<file path="src/rtl/shift_reg_sequencer_pkg.sv">
// shift_seq_pkg: opcodes, register mode encodings and controller states
package shift_seq_pkg;
    typedef enum logic [2:0] {
        OP_LOAD = 3'd0,
        OP_SHR  = 3'd1,
        OP_SHL  = 3'd2,
        OP_ROTR = 3'd3,
        OP_ROTL = 3'd4
    } op_e;
    localparam logic [1:0] MODE_HOLD = 2'd0;
    localparam logic [1:0] MODE_SHR  = 2'd1;
    localparam logic [1:0] MODE_SHL  = 2'd2;
    localparam logic [1:0] MODE_LOAD = 2'd3;
    typedef enum logic [1:0] {S_IDLE, S_LOAD, S_SHIFT, S_DONE} state_e;
endpackage

</file>
<file path="src/rtl/shift_reg_sequencer.sv">
// shift_reg_sequencer: drives a universal shift register through load/shift/rotate commands
module shift_reg_sequencer #(
    parameter int WIDTH = 4,
    parameter int CNT_W = 3
) (
    input  logic             clk,
    input  logic             rst,
    input  logic             cmd_valid,
    output logic             cmd_ready,
    input  logic [2:0]       cmd_op,
    input  logic [CNT_W-1:0] cmd_count,
    input  logic             cmd_fill,
    input  logic [WIDTH-1:0] cmd_data,
    input  logic             abort,
    output logic             sr_s1,
    output logic             sr_s0,
    output logic [WIDTH-1:0] sr_data_in,
    output logic             sr_msb_in,
    output logic             sr_lsb_in,
    input  logic             sr_msb_out,
    input  logic             sr_lsb_out,
    output logic             done,
    output logic             err,
    output logic             aborted
);
    import shift_seq_pkg::*;
    state_e           state;
    logic [2:0]       op_q;
    logic [CNT_W-1:0] cnt_q;
    logic             fill_q;
    logic [WIDTH-1:0] data_q;
    logic             err_q;
    logic             ab_q;
    logic             live;
    logic             right;
    logic             shifting;
    logic             loading;
    // command FSM: latch on accept, count down shift steps, abort jumps straight to DONE
    always_ff @(posedge clk) begin
        if (rst) begin
            state  <= S_IDLE;
            op_q   <= '0;
            cnt_q  <= '0;
            fill_q <= 1'b0;
            data_q <= '0;
            err_q  <= 1'b0;
            ab_q   <= 1'b0;
        end else begin
            case (state)
                S_IDLE: if (cmd_valid) begin
                    op_q   <= cmd_op;
                    cnt_q  <= cmd_count;
                    fill_q <= cmd_fill;
                    data_q <= cmd_data;
                    err_q  <= cmd_op > OP_ROTL;
                    ab_q   <= 1'b0;
                    state  <= cmd_op == OP_LOAD ? S_LOAD :
                              (cmd_op <= OP_ROTL && cmd_count != '0) ? S_SHIFT : S_DONE;
                end
                S_LOAD: begin
                    ab_q  <= abort;
                    state <= S_DONE;
                end
                S_SHIFT: if (abort) begin
                    ab_q  <= 1'b1;
                    state <= S_DONE;
                end else begin
                    cnt_q <= cnt_q - 1'b1;
                    if (cnt_q == CNT_W'(1)) state <= S_DONE;
                end
                default: state <= S_IDLE;
            endcase
        end
    end
    // register pins decode straight from state; rotate feedback is combinational from the pre-edge register
    always_comb begin
        live       = !rst && !abort;
        right      = op_q == OP_SHR || op_q == OP_ROTR;
        shifting   = live && state == S_SHIFT;
        loading    = live && state == S_LOAD;
        {sr_s1, sr_s0} = loading ? MODE_LOAD : shifting ? (right ? MODE_SHR : MODE_SHL) : MODE_HOLD;
        sr_data_in = loading ? data_q : '0;
        sr_msb_in  = (shifting && right) ? (op_q == OP_SHR ? fill_q : sr_lsb_out) : 1'b0;
        sr_lsb_in  = (shifting && !right) ? (op_q == OP_SHL ? fill_q : sr_msb_out) : 1'b0;
        cmd_ready  = !rst && state == S_IDLE;
        done       = !rst && state == S_DONE;
        err        = done && err_q;
        aborted    = done && ab_q;
    end
endmodule

</file>
<file path="config.mk">
export PLATFORM = sky130hd
export DESIGN_NAME = shift_reg_sequencer
export DESIGN_NICKNAME = d
export VERILOG_FILES = /design/src/rtl/shift_reg_sequencer_pkg.sv /design/src/rtl/shift_reg_sequencer.sv
export SDC_FILE = /design/constraint.sdc
export NUM_CORES = 1
export LEC_CHECK = 0
export ABC_AREA = 0
export BUFFER_PORTS_ARGS = -buffer_cell sky130_fd_sc_hd__clkbuf_2
export CORE_MARGIN = 4
export CORE_UTILIZATION = 25
export DETAILED_ROUTE_END_ITERATION = 6
export GPL_TIMING_DRIVEN = 0
export HOLD_SLACK_MARGIN = 0.03
export MAX_ROUTING_LAYER = met4
export PLACE_DENSITY_LB_ADDON = 0.08
export SYNTH_ARGS = -nofsm -noshare
export SYNTH_HDL_FRONTEND = slang
export SYNTH_SLANG_ARGS = --single-unit
</file>
<file path="constraint.sdc">
create_clock -name clk -period 2.7 [get_ports clk]
set_input_delay 0.54 -clock clk [delete_from_list [all_inputs] [get_ports clk]]
set_output_delay 0.54 -clock clk [all_outputs]
set_load 0.005 [all_outputs]
</file>
==> flow_summary.toml, run 1 <==
[clocking]
cts_buffers = 3
cts_setup_buffers = 0
cts_buffer_depth = 2
clkSinkCount = 15
postCtsResizedCells = 0
cts_tree = "yes"
hold_buffers = 0
clk_pin_slew_ns = 0.11
insertion_delay_ns = 0.29
cts_root_buf = "clkbuf_4"
htree_levels = 1

[logic_synthesis]
async_flop_share_pct = 0
synth_seq_area_share_pct = 33.20
syn_area_per_cell_um2 = 7.666
syn_inst = 118
netlist_top_cells_count = "nand2_1, a21oi_1, dfxtp_1, nor2_1"
syn_nets = 142
synth_edf_count = 0
ys_warn_count = 0
synth.most_common_cell = "nand2_1"
syn-cell-area_um2 = 904.6
synth_top_area_share_pct = 33.20
synth.largest_area_cell = "dfxtp_1"
synth_cell_type_count = 31
synthFlopType = "dfxtp_1"
ys_ff_latch = 15
synth.area.top_cells = "dfxtp_1, ha_1, nand2_1"

[pwr]
powerDensity_mw_per_mm2 = 810.7
power.leakage_nw = 0.5131
irDropWorstVdd_v = 0.0002877

[worst_setup_path]
rr_endpoint = "state[1]"
worstSetupStartpointType = "flip-flop"
cp.required_ns = 2.16
path_max_fanout = 9
worstSetupPathType = "reg -> out"
r2r_slack_ns = 0.98
arrival_ns = 1.66
ff2ff_path_depth = 7
cp-end-kind = "output pin"
regToRegStartpoint = "state[0]"
critPathLaunch = "state[0]"

[drt]
wl_mm = 2.550
highest_layer = "met4"
ant_nets = 0
first_pass_iters = 4
drt-met1-wl_mm = 1.141
drc = 0
wl_met3_um = 159
routed_via_density = 4.582
drt_iter0_drc = 31
post_drt_wl_per_cell_um = 13.01
vias = 898
wl_met2_mm = 1.229

[run_status]
status = "finished, final reports clean"

[floorplan]
pin_count = 29
coreArea_mm2 = 0.003416
start_util_pct = 26.48
fp-row-count = 21
die_w_um = 68.16
design.die.area_mm2 = 0.004645
die_y_um = 68.16

[timing]
fin_crit_ns = 2.202
skew_ns = 0.01514
relSlewSlack_pct = 66.85
fmax_mhz = 454.2
fin_setup_tns_ns = 0
setup_violations = 0
min_period_over_period_pct = 81.55
rsz0062_at_grt = "false"
finalHoldViolCount = 0
final_max_slew_viol_count = 0
max_slew.worst_pin.slew_ns = 0.4973

[final_layout]
syn_to_final_growth_pct = 25.17
nets = 175
num_antenna_cells = 0
drive_gt1_share_pct = 25.33
final_cells = 196

[placed_design]
placed_cells = 192
dpl.hpwl_mm = 1.973
io_buffer_count = 28
gp_congestion = 0.7597

[global_route]
grt_pass1_wl_mm = 4.353
grt_pass1_vias = 905
grt_max_degree = 11
grt-ovfl-total = 0
antenna_found_initial = 0
grt_util_all_layers_pct = 13.07

[worst_hold_path]
worstHoldPathCells = 3
hold_path.class = "in -> reg"
hold_path_end = "data_q[0]"
min_from = "cmd_data[0]"

[run]
drv_cap = 0
flip-flops by register name (all words and copies together) (netlist names):
name,cells
ab_q,1
cnt_q,3
data_q,4
err_q,1
fill_q,1
op_q,3
state,2
layer usage:
layer  GRT usage [%]  vias up
li1                -      464
met5               -        -
met2           21.06       24
met4           2.233        0
met1           16.04      408
met3           4.433        2
per-stage QoR:
step           util (%)  worst slack, ns  hold slack (ns)  power (W)  instance area [um2]
2_1_floorplan         -            1.084           0.4319  0.0006603                904.6
3_3_place_gp      32.27           0.7155           0.4391  0.0007827                 1102
3_5_place_dp      32.27           0.7116           0.4442  0.0007916                 1102
4_1_cts           33.15           0.4826           0.4419  0.0009356                 1132
5_1_grt           33.15           0.3029           0.4350   0.001036                 1132
6_report          33.15           0.4983           0.4540  0.0009180                 1132
kinds of logic (layout without fill, tap and decap cells):
logic type,count (synthesis),in the layout,share of synthesized area [%]
AO/OA/AOI/OAI,30,30,20.89
adder cells (fa/ha/maj),7,7,9.681
multiplexers,2,2,2.213
buffers and inverters,11,43,4.703
flip-flops,15,15,33.20
AND/OR/NAND/NOR,53,53,29.32
worst max-delay path, stage by stage, from the launching register on:
cell	delay (ns)
dfxtp_1	0.37
inv_1	0.10
ha_1	0.14
buf_2	0.21
nand2b_2	0.15
nor2_1	0.11
nand2_1	0.07
nor2_1	0.11
clkbuf_2	0.12
cells in the final DEF (no fill, tap or decap), drive strengths merged, types with 2 or more instances in the layout:
cell    count
nor2        8
clkbuf     34
nand3b      2
a21oi      16
inv         7
nand2b      5
and2        3
nand2      23
or3         2
ha          7
nor2b       5
mux2i       2
o21ai       3
and3        4
dfxtp      15
power breakdown:
part	internal, W	switching (W)	leakage, nW	total [W]
clock network	0.0000563	0.0000802	0.0139	0.000136
logic	0.000194	0.000263	0.376	0.000457
registers	0.000279	0.0000457	0.123	0.000324
total	0.000529	0.000389	0.513	0.000918
final cells by class:
type                    instances  area [um2]
well taps                      46       57.56
flip-flops and latches         15       300.3
clock buffers                   3       22.52
plain buffers                   4       16.27
fillers                       381        2283
multi-input cells              92       561.8
clock inverters                 1       7.507
inverters                       7       26.28
repair buffers                 28       140.1
how the worst max path moves through the flow:
stage,end,slack (ns),cells past startpoint
2_1_floorplan,sr_s1,1.08,5
4_1_cts,sr_msb_in,0.48,8
3_3_place_gp,sr_s0,0.72,6
6_report,sr_msb_in,0.50,8
3_5_place_dp,sr_s0,0.71,6
5_1_grt,sr_msb_in,0.30,8
Note: power is estimated with default switching activity, not from simulation.
==> run 2: changes to the inputs <==
Clock period 2.7 ns to 1.81 ns, I/O delays scaled along.
==> run 2 against run 1 <==
  * Critical path depth is 3 lower
  * Clock-buffer cell count stayed put
  * Sequential cell count stayed put
  * Design area is 9.3% higher
  * Total power is 65% higher
  * First-iteration DRC count is 13% lower
  * Combinational power is 78% higher
  * Critical path type unchanged
  * Critical endpoint is now err
==> flow_summary.toml, run 2 (same netlist as run 1, synthesis figures left out) <==
[run_status]
status = "finished, final reports clean"

[global_route]
grt_util_all_layers_pct = 13.14
grt_pass1_vias = 917
antenna_found_initial = 0
grt_max_degree = 11
grt_pass1_wl_mm = 4.374
grt-ovfl-total = 0

[pwr]
powerDensity_mw_per_mm2 = 1222
p_total_w = 0.001512
irDropWorstVdd_v = 0.0004652
power.leakage_nw = 0.5519

[clocking]
clkSinkCount = 15
cts_tree = "yes"
cts_root_buf = "clkbuf_4"
clk_pin_slew_ns = 0.10
htree_levels = 1
cts_buffers = 3
insertion_delay_ns = 0.29
hold_buffers = 0
cts_buffer_depth = 2

[placed_design]
gp_congestion = 0.7597
io_buffer_count = 28
placed_cells = 192
dpl.hpwl_mm = 1.973

[floorplan]
die_w_um = 68.16
fp-row-count = 21
die_y_um = 68.16
pin_count = 29
start_util_pct = 26.48
design.die.area_mm2 = 0.004645
coreArea_mm2 = 0.003416

[worst_setup_path]
arrival_ns = 1.38
worstSetupStartpointType = "flip-flop"
crit_chain = "buf_4 -> ha_1 -> nor2b_2 -> and2_1 -> clkbuf_2"
path_buf_inv = 2
cp-end-kind = "output pin"
regToRegStartpoint = "state[0]"
path_depth = 5
cp.required_ns = 1.45
critPathLaunch = "state[0]"
worstSetupPathType = "reg -> out"
max_stage_delay_ns = 0.36
slowest_stage = "dfxtp_4"
path_max_fanout = 4
critical_path.top_delay_family = "flip-flops"
ff2ff_path_depth = 9
r2r_slack_ns = 0.16

[final_layout]
nets = 181
drive_gt1_share_pct = 35.90
layout_commonest_cell = "clkbuf_2"
final_cells = 202
final_cell_mix = "clkbuf_2, nand2_1, a21oi_1, dfxtp_1"
fill_cells = 368
num_antenna_cells = 0
syn_to_final_growth_pct = 36.79
multi_input_area_um2 = 604.3
finish.utilization_pct = 36.23
largest_register_ffs = 4
register_area_um2 = 309.0
regMostFlops = "data_q"
reg.largest.list = "data_q: 4 flops, cnt_q: 3 flops, op_q: 3 flops"

[timing]
fin_setup_tns_ns = 0
relSlewSlack_pct = 60.69
skew_ns = 0.01012
rsz0062_at_grt = "true"
final_max_slew_viol_count = 0
min_period_over_period_pct = 96.40
max_slew.worst_pin.slew_ns = 0.5896
finalHoldViolCount = 0
fin_crit_ns = 1.745
whs_ns = 0.2801
fmax_mhz = 573.1
setup_violations = 0

[drt]
drt_iter0_drc = 27
highest_layer = "met4"
drc = 0
first_pass_iters = 4
wl_mm = 2.636
wl_met3_um = 143
ant_nets = 0
vias = 917
post_drt_wl_per_cell_um = 13.05
routed_via_density = 4.540
drt-met1-wl_mm = 1.192
wl_met2_mm = 1.281

[run]
drv_cap = 0

[worst_hold_path]
worstHoldPathCells = 3
hold_path.class = "in -> reg"
min_from = "cmd_data[0]"
[run 2: cell count changes in the layout (fill, tap and decap cells not counted), sizes merged]
cell and delta:
buf +8, clkbuf -2
[run 2: layout make-up]
class	count	share of cell area, %
timing repair buffer	34	14.96
sequential	15	24.97
inverter	7	2.326
buffer	4	1.820
clock buffer	3	1.820
tap	46	4.651
multi-input combinational	92	48.84
clock inverter	1	0.6067
[run 2: power by group]
part	leakage, nW	switching [W]	total, W	internal, W
logic	0.413	0.000437	0.000812	0.000375
clock network	0.0139	0.000119	0.000202	0.0000839
registers	0.125	0.0000691	0.000498	0.000429
[run 2: worst paths after layout]
kind / endpoint
min: data_q[0]
min reg2reg: data_q[0]
max reg2reg: state[1]
max: err
[run 2: metal layers]
layer / global-route usage [%] / vias up
li1: - / 476
met1: 16.04 / 419
met2: 21.30 / 20
met3: 4.433 / 2
met4: 2.233 / 0
met5: - / -
[run 2: what timing repair did]
item / 4_1_cts / 5_1_grt
setup buffers: 2 / 4
pin swaps: 1 / 2
resized for setup: 7 / 15
endpoints found under the setup margin: 4 / 8
hold endpoints to repair: 0 / 0
[run 2: per-stage QoR]
stage               setup WS (ns)  area [um2]
floorplan                  0.3141       904.6
finish                    0.06518        1237
detailed placement        0.09658        1102
global placement           0.1104        1102
global route             -0.01335        1237
CTS                     -0.001842        1169
[run 2: tightest hold or removal path, delay by kind of cell]
family / cells / cell delay, ns
buffers and inverters: 1 / 0.08
AO/OA/AOI/OAI: 1 / 0.05
AND/OR/NAND/NOR: 1 / 0.04
==> run 3: changes to the inputs <==
--- a/config.mk
+++ b/config.mk
@@ -8,4 +8,5 @@
 export ABC_AREA = 0
 export BUFFER_PORTS_ARGS = -buffer_cell sky130_fd_sc_hd__clkbuf_2
+export CAP_MARGIN = 20
 export CORE_MARGIN = 4
 export CORE_UTILIZATION = 25
==> constraint.sdc (replaced) <==
create_clock -name clk -period 1.81 [get_ports clk]
set_input_delay 0.362 -clock clk [delete_from_list [all_inputs] [get_ports clk]]
set_output_delay 0.362 -clock clk [all_outputs]
set_load 0.01 [all_outputs]
==> run 3 against run 2 <==
  * Worst setup slack got worse by 0.022 ns
  * Global-route usage is 0.11 points higher
  * First-iteration DRC count up 7.4%
  * Sequential share of layout area is 0.38 points higher
  * Critical endpoint is now sr_msb_in
  * Largest cell class unchanged
==> flow_summary.toml, run 3 (same netlist as run 1, synthesis figures left out) <==
[worst_hold_path]
worstHoldPathCells = 3
hold_path.class = "in -> reg"

[final_layout]
finish.utilization_pct = 35.68
final_cells = 198
num_antenna_cells = 0
reg.largest.list = "data_q: 4 flops, cnt_q: 3 flops, op_q: 3 flops"
multi_input_area_um2 = 609.3
fill_cells = 372
layout_commonest_cell = "clkbuf_2"
final_area_mm2 = 0.001219
largest_register_ffs = 4
register_area_um2 = 309.0
drive_gt1_share_pct = 34.21
nets = 177
final_cell_mix = "clkbuf_2, nand2_1, a21oi_1, dfxtp_1"
regMostFlops = "data_q"
syn_to_final_growth_pct = 34.72

[worst_setup_path]
ff2ff_path_depth = 8
worstSetupStartpointType = "flip-flop"
path_max_fanout = 6
cp-end-kind = "output pin"
worstSetupPathType = "reg -> out"
arrival_ns = 1.40
cp.required_ns = 1.45
crit_chain = "inv_4 -> ha_4 -> buf_6 -> nand2b_4 -> nor2_4 -> nand2_2 -> nor2_2 -> buf_2"
slowest_stage = "dfxtp_4"
max_stage_delay_ns = 0.36

[timing]
max_slew.worst_pin.slew_ns = 0.5744
whs_ns = 0.2804
fmax_mhz = 566.1
relSlewSlack_pct = 61.71
finalHoldViolCount = 0
fin_crit_ns = 1.766
skew_ns = 0.009465
rsz0062_at_grt = "true"
setup_violations = 0
min_period_over_period_pct = 97.59
final_max_slew_viol_count = 0

[global_route]
grt_pass1_wl_mm = 4.409
grt-ovfl-total = 0
grt_util_all_layers_pct = 13.25
grt_pass1_vias = 924
antenna_found_initial = 0
grt_max_degree = 11

[clocking]
htree_levels = 1
insertion_delay_ns = 0.29
clk_pin_slew_ns = 0.10
cts_buffers = 3
cts_tree = "yes"
clkSinkCount = 15
cts_buffer_depth = 2
cts_root_buf = "clkbuf_4"
hold_buffers = 0

[pwr]
pwr-share-seq_pct = 33.5
switching_share_pct = 42.14
p_comb_share_pct = 52.9
cell_internal_pwr_w = 0.0008614
p_sw_w = 0.0006274
irDropWorstVdd_v = 0.0004374
power.leakage_nw = 0.5393
p_total_w = 0.001489
clock_power_share_pct = 13.6
powerDensity_mw_per_mm2 = 1222

[placed_design]
placed_area_mm2 = 0.001102
gp_congestion = 0.7597
placed_cells = 192
io_buffer_count = 28
dpl.hpwl_mm = 1.973

[drt]
drt_iter0_drc = 29
drc = 0
first_pass_iters = 4
vias = 918
post_drt_wl_per_cell_um = 13.05
wl_mm = 2.584
ant_nets = 0
routed_via_density = 4.636

[run_status]
status = "finished, final reports clean"

[floorplan]
die_y_um = 68.16
pin_count = 29
coreArea_mm2 = 0.003416
design.die.area_mm2 = 0.004645
start_util_pct = 26.48
die_w_um = 68.16
fp-row-count = 21

[run]
drv_cap = 0
[run 3: final cells by class]
| class | count | area share (%) |
|---|---|---|
| Buffer | 4 | 1.848 |
| Timing Repair Buffer | 30 | 13.24 |
| Tap cell | 46 | 4.723 |
| Sequential cell | 15 | 25.36 |
| Inverter | 7 | 2.361 |
| Clock inverter | 1 | 0.6160 |
| Clock buffer | 3 | 1.848 |
| Multi-Input combinational cell | 92 | 50.00 |
[run 3: worst max-delay path, delay by kind of cell, from the launching register on]
kind                       cells  cell delay, ns
adders and majority gates      1            0.12
buffers and inverters          3            0.29
DFF                            1            0.36
and+or+nand+nor                4            0.34
[run 3: timing repair]
action,CTS,global route
endpoints found under the setup margin,4,7
pin swaps,1,2
gates cloned,0,0
resized for setup,10,15
buffers inserted,2,0
[run 3: worst paths after layout]
check / from / slack, ns / endpoint
worst min register to register: data_q[0] / 0.46 / data_q[0]
worst max register to register: state[0] / 0.18 / cnt_q[2]
worst max-delay path: state[0] / 0.04 / sr_msb_in
worst min-delay path: cmd_data[0] / 0.28 / data_q[0]
[run 3: power groups by stage]
stage / sequential (W) / combinational, W / clock (W)
after floorplan: 0.000473 / 0.000521 / 0
after global placement: 0.000489 / 0.000687 / 0
after detailed placement: 0.000492 / 0.000697 / 0
after CTS: 0.000490 / 0.000780 / 0.000217
after global routing: 0.000511 / 0.000912 / 0.000236
final: 0.000498 / 0.000788 / 0.000202
[run 3: per-stage QoR]
step / TNS (ns) / worst slack, ns
5_1_grt: -0.1160 / -0.04790
3_3_place_gp: 0 / 0.09788
2_1_floorplan: 0 / 0.2642
4_1_cts: 0 / 0.01702
3_5_place_dp: 0 / 0.08608
6_report: 0 / 0.04353
[run 3: metal layers]
metal	vias up	wire (um)	global-route usage [%]	part of all wire, %
li1	470	-	-	-
met1	426	1182	16.24	46
met2	20	1239	21.42	48
met3	2	143	4.433	5.5
met4	0	19	2.233	0.74
met5	-	0	-	0
